$ cat src/rtl/addsub_pkg.sv
// Shared definitions for the arithmetic cluster: datapath width, requester
// limit and the sequencer state encoding used by addsub_arbiter.
package addsub_pkg;

    localparam int ADDSUB_W       = 4;
    localparam int ADDSUB_MAX_REQ = 8;

    typedef enum logic [1:0] {
        ST_IDLE = 2'd0,
        ST_CALC = 2'd1,
        ST_RESP = 2'd2
    } arb_state_t;

endpackage

$ cat src/rtl/adder_subtractor.sv
// Combinational 4-bit adder/subtractor: sub=1 computes a + ~b + 1, so carry
// doubles as the active-low borrow.
module adder_subtractor
    import addsub_pkg::*;
(
    input  logic [ADDSUB_W-1:0] a,
    input  logic [ADDSUB_W-1:0] b,
    input  logic                sub,
    output logic [ADDSUB_W-1:0] sum,
    output logic                carry
);

    logic [ADDSUB_W:0] total;
    logic [ADDSUB_W:0] a_ext;
    logic [ADDSUB_W:0] b_ext;
    logic [ADDSUB_W:0] cin_ext;

    assign a_ext   = {1'b0, a};
    assign b_ext   = {1'b0, b ^ {ADDSUB_W{sub}}};
    assign cin_ext = {{ADDSUB_W{1'b0}}, sub};
    assign total   = a_ext + b_ext + cin_ext;

    assign sum   = total[ADDSUB_W-1:0];
    assign carry = total[ADDSUB_W];

endmodule

$ cat src/rtl/addsub_arbiter.sv
// Round-robin sequencer sharing one adder_subtractor between NREQ requesters;
// one operation in flight at a time, response tagged with the requester ID.
module addsub_arbiter
    import addsub_pkg::*;
#(
    parameter  int NREQ = 4,
    localparam int IDW  = $clog2(NREQ)
) (
    input  logic                     clk,
    input  logic                     rst_n,
    input  logic [NREQ-1:0]          req_valid,
    output logic [NREQ-1:0]          req_ready,
    input  logic [ADDSUB_W*NREQ-1:0] req_a,
    input  logic [ADDSUB_W*NREQ-1:0] req_b,
    input  logic [NREQ-1:0]          req_sub,
    output logic                     rsp_valid,
    input  logic                     rsp_ready,
    output logic [IDW-1:0]           rsp_id,
    output logic [ADDSUB_W-1:0]      rsp_result,
    output logic                     rsp_carry,
    output logic                     rsp_zero,
    output logic                     busy
);

    // Handshakes: a transfer happens on a rising edge where valid and ready
    // are both high; req_ready only rises in IDLE and never depends on
    // rsp_ready, and rsp_* stay frozen while rsp_valid waits for rsp_ready.

    localparam int IDW1 = IDW + 1;

    arb_state_t state;
    arb_state_t state_next;

    logic [IDW-1:0]      rr_ptr;
    logic [IDW-1:0]      rr_ptr_next;
    logic [IDW1-1:0]     ptr_inc;

    logic [ADDSUB_W-1:0] op_a;
    logic [ADDSUB_W-1:0] op_b;
    logic                op_sub;
    logic [IDW-1:0]      op_id;

    logic [ADDSUB_W-1:0] dp_sum;
    logic                dp_carry;

    logic [ADDSUB_W-1:0] a_arr [NREQ];
    logic [ADDSUB_W-1:0] b_arr [NREQ];

    logic                grant_found;
    logic [IDW-1:0]      grant_id;
    logic [IDW1-1:0]     cand;

    logic                accept;
    logic                rsp_done;

    always_comb begin
        for (int i = 0; i < NREQ; i++) begin
            a_arr[i] = req_a[i*ADDSUB_W +: ADDSUB_W];
            b_arr[i] = req_b[i*ADDSUB_W +: ADDSUB_W];
        end
    end

    // Rotate by rr_ptr, take the first set bit, map back to an absolute index.
    always_comb begin
        grant_found = 1'b0;
        grant_id    = '0;
        cand        = '0;
        for (int i = 0; i < NREQ; i++) begin
            cand = {1'b0, rr_ptr} + IDW1'(i);
            if (cand >= IDW1'(NREQ)) begin
                cand = cand - IDW1'(NREQ);
            end
            if (!grant_found && req_valid[cand[IDW-1:0]]) begin
                grant_found = 1'b1;
                grant_id    = cand[IDW-1:0];
            end
        end
    end

    assign accept   = (state == ST_IDLE) && grant_found;
    assign rsp_done = (state == ST_RESP) && rsp_ready;

    always_comb begin
        req_ready = '0;
        if (accept) begin
            req_ready[grant_id] = 1'b1;
        end
    end

    always_comb begin
        state_next = state;
        case (state)
            ST_IDLE: if (grant_found) state_next = ST_CALC;
            ST_CALC: state_next = ST_RESP;
            ST_RESP: if (rsp_ready) state_next = ST_IDLE;
            default: state_next = ST_IDLE;
        endcase
    end

    assign ptr_inc     = {1'b0, op_id} + IDW1'(1);
    assign rr_ptr_next = (ptr_inc == IDW1'(NREQ)) ? '0 : ptr_inc[IDW-1:0];

    always_ff @(posedge clk) begin
        if (!rst_n) begin
            state      <= ST_IDLE;
            rr_ptr     <= '0;
            op_a       <= '0;
            op_b       <= '0;
            op_sub     <= 1'b0;
            op_id      <= '0;
            rsp_valid  <= 1'b0;
            rsp_id     <= '0;
            rsp_result <= '0;
            rsp_carry  <= 1'b0;
            rsp_zero   <= 1'b0;
            busy       <= 1'b0;
        end else begin
            state     <= state_next;
            busy      <= (state_next != ST_IDLE);
            rsp_valid <= (state_next == ST_RESP);
            if (accept) begin
                op_a   <= a_arr[grant_id];
                op_b   <= b_arr[grant_id];
                op_sub <= req_sub[grant_id];
                op_id  <= grant_id;
            end
            if (state == ST_CALC) begin
                rsp_result <= dp_sum;
                rsp_carry  <= dp_carry;
                rsp_zero   <= (dp_sum == '0);
                rsp_id     <= op_id;
            end
            // Fairness pointer moves only once the response has been taken.
            if (rsp_done) begin
                rr_ptr <= rr_ptr_next;
            end
        end
    end

    adder_subtractor u_adder_subtractor (
        .a     (op_a),
        .b     (op_b),
        .sub   (op_sub),
        .sum   (dp_sum),
        .carry (dp_carry)
    );

endmodule

$ cat config.mk
export PLATFORM = sky130hd
export DESIGN_NAME = addsub_arbiter
export DESIGN_NICKNAME = d
export VERILOG_FILES = /design/src/rtl/addsub_pkg.sv /design/src/rtl/adder_subtractor.sv /design/src/rtl/addsub_arbiter.sv
export SDC_FILE = /design/constraint.sdc
export NUM_CORES = 1
export LEC_CHECK = 0
export BUFFER_PORTS_ARGS = -buffer_cell sky130_fd_sc_hd__buf_2
export CORE_MARGIN = 3
export CORE_UTILIZATION = 50
export CTS_BUF_LIST = sky130_fd_sc_hd__clkbuf_16
export CTS_CLUSTER_DIAMETER = 100
export DETAILED_ROUTE_END_ITERATION = 8
export GPL_TIMING_DRIVEN = 0
export PLACE_DENSITY = 0.84
export RECOVER_POWER = 25
export SLEW_MARGIN = 20
export SYNTH_ARGS = -nofsm -noshare
export SYNTH_HDL_FRONTEND = slang
export SYNTH_HIERARCHICAL = 1
export SYNTH_SLANG_ARGS = --single-unit
$ cat constraint.sdc
create_clock -name clk -period 2.6 [get_ports clk]
set_input_delay 0.13 -clock clk [delete_from_list [all_inputs] [get_ports clk]]
set_output_delay 0.13 -clock clk [all_outputs]
set_load 0.05 [all_outputs]
* Word-level counts from Yosys, hierarchy flattened *
Index checks and enable logic that the tools add are counted.

operators by class
  $add $sub $neg = 10
  $mul = 0
  divide/modulo/power cells = 0
  order comparisons = 11
  equality and inequality tests = 4
  shifts and indexed selects = 0
  multiplexer cells = 35
  bitwise gates (word level) = 2
  reduce and logical (&&, ||, !) cells = 12

operator list
  kind                                                                                  count
  2-bit two-way mux                                                                     11
  4-bit two-way mux                                                                     5
  4-bit binary-select mux with 2-bit select                                             2
  2-bit by 3-bit less-than comparator with 1-bit output (second input constant)         5
  3-bit greater-or-equal comparator (second input constant)                             4
  1-bit binary-select mux with 2-bit select                                             5
  1-bit two-way mux                                                                     10
  2-bit by 1-bit subtractor with 2-bit output (second input constant)                   4
  2-bit by 1-bit adder with 3-bit output (second input constant)                        2
  2-bit by 2-bit adder with 3-bit output (second input constant)                        2
  1-bit logical AND                                                                     6
  2-bit case mux with 3 select lines                                                    1
  4-bit by 4-bit adder with 5-bit output                                                1
  5-bit by 1-bit adder with 5-bit output                                                1
  2-bit equality test (second input constant)                                           2
  4-bit zero test                                                                       1
  4-bit bitwise XOR                                                                     1
  3-bit equality test (second input constant)                                           1
  2-bit by 3-bit greater-or-equal comparator with 1-bit output (second input constant)  1
  1-bit zero test                                                                       3
  2-bit inverter with 3-bit output                                                      1
  1-bit demux with 2-bit select                                                         1
  2-bit by 1-bit equality test with 1-bit output (second input constant)                1
  2-bit by 1-bit greater-or-equal comparator with 1-bit output (second input constant)  1
  other kinds (2)                                                                       2

storage, ports and cells
  bits in registers = 25
  latch bits = 0
  memory bits (writable) = 0
  bits in read-only memories = 0
  bits of input ports = 43
  output and inout bits = 14
  memories = 0

* Longest topological paths before layout *
  depth after elaboration = 19
  mapped depth = 8

* Cells and area by module *
Netlist, hierarchy kept.

modules (own cells, without submodules)
  module            instances  cells each  area each (sq um)
  addsub_arbiter    1          140         1292.5
  adder_subtractor  1          20          180.2

* Worst setup path after synthesis *
Ideal clock, no wire load.

  path type = reg2out
  start point = register rr_ptr[1]
  end point = output req_ready[0]
  arrival time = 2.042 ns
  required time = 2.470 ns
  setup slack = 0.428 ns
  stages on the path, launching flop included = 6
  buffers on the path = 1
  path through = dfxtp_1 buf_6 or3b_4 o21ai_0 a21oi_1 nor3_1

on the way
  cells in the longest elaborated chain, start to end = 19
  elaborated cells between the ends (all ways) = 44

RTL lines
  item                                                                             RTL line               text
  start, declared                                                                  addsub_arbiter.sv:34   logic [IDW-1:0] rr_ptr;
  start signal, assigned                                                           addsub_arbiter.sv:135  rr_ptr <= rr_ptr_next;
  branches (longest 18 deep; another with 2-bit by 1-bit adder with 3-bit output)  --
  4-bit two-way mux *                                                              addsub_arbiter.sv:85   if (accept) begin
  end, declared                                                                    addsub_arbiter.sv:12   output logic [NREQ-1:0] req_ready,

Mark *: on every way between the ends. The select of a mux whose other input is x is not followed.

* Worst setup path in the final report *
  start point = register rr_ptr[1]
  end point = output req_ready[2]

Same word-level chain as after synthesis.

==> results <==
- The async set-or-reset flop fraction in the synthesized netlist is 0.
- From synthesis to final layout, the design area changed by 26.3%.
- At the end of the flow, the number of nets in the layout was 269.
- Setup violations remaining at the end of the flow were counted as 0.
- In the finished design, the share of the clock period the worst path needs comes to 0.800.
- At the pin with the least slew margin, the transition time is 0.598 ns.
- The die is 60.3 um tall.
- The count of final hold-check violations is 0.
- In this run the cell area measured after placement is 0.00179 mm^2.
- Entering global routing, the biggest net connects 15 pins.
- The via density per instance is 5.42.
- The category of cells accounting for the largest share of critical-path delay is buffers and inverters.
- The number of global-route vias before repair is 1250.
- The tree is rooted in a clkbuf_16.
- The setup path with the least slack is of type reg -> out.
- Yosys mapped a number of flops with a built-in enable equal to 0.
- On the final layout, the worst hold slack is 0.156 ns.
- Once the clock tree was built, the resizer swapped 0 gates to a different size.
- The repair_antennas step left the layout with diodes totalling 0.
- The switching power is 0.414 mW.
- The number of flip-flops and latches in the synthesized netlist is 25.
- Of the total power, the share spent switching nets is 0.342.
- The mapped netlist covers 0.00147 mm^2.
- The peak supply drop is 485 uV.
- The worst relative slew slack is 0.603.
- For this run, the total global-route usage over all layers was measured as 0.186.
- Buffers inserted to repair hold after CTS numbered 0.
- In the final layout, the share of cells above drive strength 1 is 0.282.
- The detail-routed net length per standard cell is 12.4 um.
- By area the synthesized netlist is led by dfxtp_1 (34%), mux2i_1 (14%), nand2_1 (5.9%), a21boi_0 (5.6%), o221ai_1 (4.2%).
- The largest total area in the synthesized netlist belongs to dfxtp_1.
- The sequential fraction of the synthesis area is 0.340.
- Counting both buffers and inverters, the worst setup path holds a total of 4.
- Across the run, the number of max-cap violations was 0.
- The run finished with clean final reports.
- The worst path in the final design needs a cycle of 2.08 ns, including I/O delays and setup.
- The die outline area is 0.00363 mm^2.
- The final estimated routing congestion in global placement is 0.837.
- Setup repair after global routing left no endpoint under its margin.
- Buffers inserted during clock tree synthesis total 3.
- The post-route setup TNS is 0 ns.
- For the worst setup path, the data arrival time is 1.95 ns.
- The global-route wire length before repair is 5110 um.
- Of the total power, combinational logic draws 0.340.
- The number of max-slew violations in the final report is 0.
- Of the total power, registers draw 0.379.
- The via count is 1360.
- The CTS tree is built.
- Yosys instantiated no cell more often than dfxtp_1.
- The class of the tightest hold or removal check is in -> reg.
- The first TritonRoute pass finished after 4 iterations.
- The initial DRC count is 23.
- The number of antenna violations at the first check in global routing came to 0.
- Summed over all cells, the static leakage comes to 0.880 nW.
- The type of destination of the critical path is a primary output.
- When the netlist entered floorplanning its net count stood at 208.
- Yosys printed 6 warnings.
- The finished cells cover 0.00186 mm^2.
- The initialized floorplan defines 19 standard-cell rows.
- The cell with the biggest individual delay on the critical path is or3b_4.
- After synthesis, the most frequently instantiated cells are dfxtp_1 (25), nand2_1 (23), mux2i_1 (20).
- The most common flop cell mapped by yosys is dfxtp_1.
- Once the clock tree was built, the setup fixing pass inserted 0 buffers.
- The clock edge transition at the registers on the reported setup and hold paths is 0.06 ns.
- By instance count, the cell type seen most on the critical path is buf_6.
- In this run the remaining antenna-violating nets after routing total 0.
- The delay of the slowest cell on the worst path is 0.39 ns.
- Walking the worst path, the cells encountered are buf_6, or3b_4, o221ai_2, buf_6, buf_12, and3_2, buf_2.
- The worst setup path is launched from a flip-flop.
- The internal power of the cells is 0.796 mW.
- The fill cell total of the finished layout is 259.
- The core footprint is 0.00278 mm^2.
- The required time at the endpoint of the critical path is 2.47 ns.
- The initial utilization of the core area, before any placement, comes to 0.529.
- On the final layout, the worst clock skew is 0.00381 ns.
- The area fraction of the dominant cell type after synthesis is 0.340.
- The maximum clock insertion buffer count is 2.
- In this run the worst path has a maximum fanout of 10.
- The total power density per cell area is 650 mW/mm^2.
- The half-perimeter wire length after detailed placement is 2490 um.
- The clock latency reported for the late side of the worst-skew pair is 0.26 ns.
- Averaged over all synthesized cells, the footprint is 9.20 um^2.
- The die extent in x is 60.3 um.
- For this run the aggregate overflow at the end of global routing stands at 0.
- The final design utilization is 0.669.
- The aggregate routed wire length is 3120 um.
- The tree built by TritonCTS fans out to 25 sinks.
- The highest attainable clock frequency is 481 MHz.
- The post-route DRC violation count is 0.
- The part of the total power dissipated in the clock network is 0.281.
- In this run the number of H-tree levels came out at 1.
- The count of unique library cells instantiated by Yosys is 40.
- The count of mapped cells out of synthesis is 160.
- The number of port buffers is 56.
- Pin placement for this block handled 57 I/O pins.
-- area by class of cell --
cell class / instances / area (um^2) / share of cell area
Inverter: 3 / 11.3 / 0.00605
Clock buffer: 3 / 75.1 / 0.0403
Clock inverter: 1 / 5.00 / 0.00269
Tap cell: 31 / 38.8 / 0.0208
Multi-Input combinational cell: 124 / 898 / 0.483
Timing Repair Buffer: 56 / 269 / 0.145
Sequential cell: 25 / 500 / 0.269
Buffer: 8 / 62.6 / 0.0336
-- placed cells by master, fill, tap and decap left out, types with 4 or more instances in the layout --
cell	n
buf_2	48
dfxtp_1	25
nand2_1	23
nand3_1	11
mux2i_1	20
a21boi_0	11
clkbuf_1	13
xor2_1	5
a21oi_1	6
o221ai_1	7
ha_1	4
-- state kept, by name (all words and copies together), names as in the netlist --
signal      flops
op_a            4
op_b            4
rsp_result      4
op_id           2
rr_ptr          2
rsp_id          2
state           2
busy            1
op_sub          1
rsp_carry       1
rsp_valid       1
rsp_zero        1
-- final timing paths --
check | from | end | slack [ns] | depth (start not counted)
hold / removal | rst_n | state[1] | 0.16 | 2
hold reg to reg | rsp_id[0] | rsp_id[0] | 0.46 | 2
setup / recovery | rr_ptr[1] | req_ready[2] | 0.52 | 7
setup reg to reg | op_sub | rsp_zero | 0.66 | 8
-- worst register-to-register path, cell delays in order (launching register included) --
cell and delay [ns]:
dfxtp_1 0.44, xor2_1 0.29, ha_1 0.31, nor4b_1 0.35, a31oi_1 0.08, nand4_1 0.14
nor4_1 0.06, nand2_1 0.07, a21boi_0 0.08
-- cells by family after synthesis --
family                   synth area share
XOR/XNOR                           0.0297
multiplexers                        0.146
AND/OR/NAND/NOR                     0.201
AO/OA/AOI/OAI                       0.186
buffers and inverters              0.0501
adder cells (fa/ha/maj)            0.0476
flip-flops                          0.340
-- metal layers --
metal	vias to the layer above	track usage	share of wire
met2	53	0.307	0.46
met3	4	0.0389	0.072
met4	0	0.0665	0.0087
met5	-	0	0
met1	592	0.236	0.46
li1	711	-	-
-- power by group through the flow --
stage	combinational [mW]	sequential, mW	clock (mW)
finish	0.411	0.459	0.340
global placement	0.407	0.465	0
global route	0.454	0.465	0.360
floorplan	0.257	0.519	0
CTS	0.416	0.459	0.343
detailed placement	0.414	0.467	0
-- through the flow --
stage	instances	setup slack (ns)	power, mW
after floorplan	160	0.428	0.775
after global placement	247	0.727	0.872
after detailed placement	247	0.669	0.881
after CTS	251	0.510	1.22
after global routing	251	0.460	1.28
final	251	0.520	1.21
No activity file was read; power rests on OpenSTA's default activity.
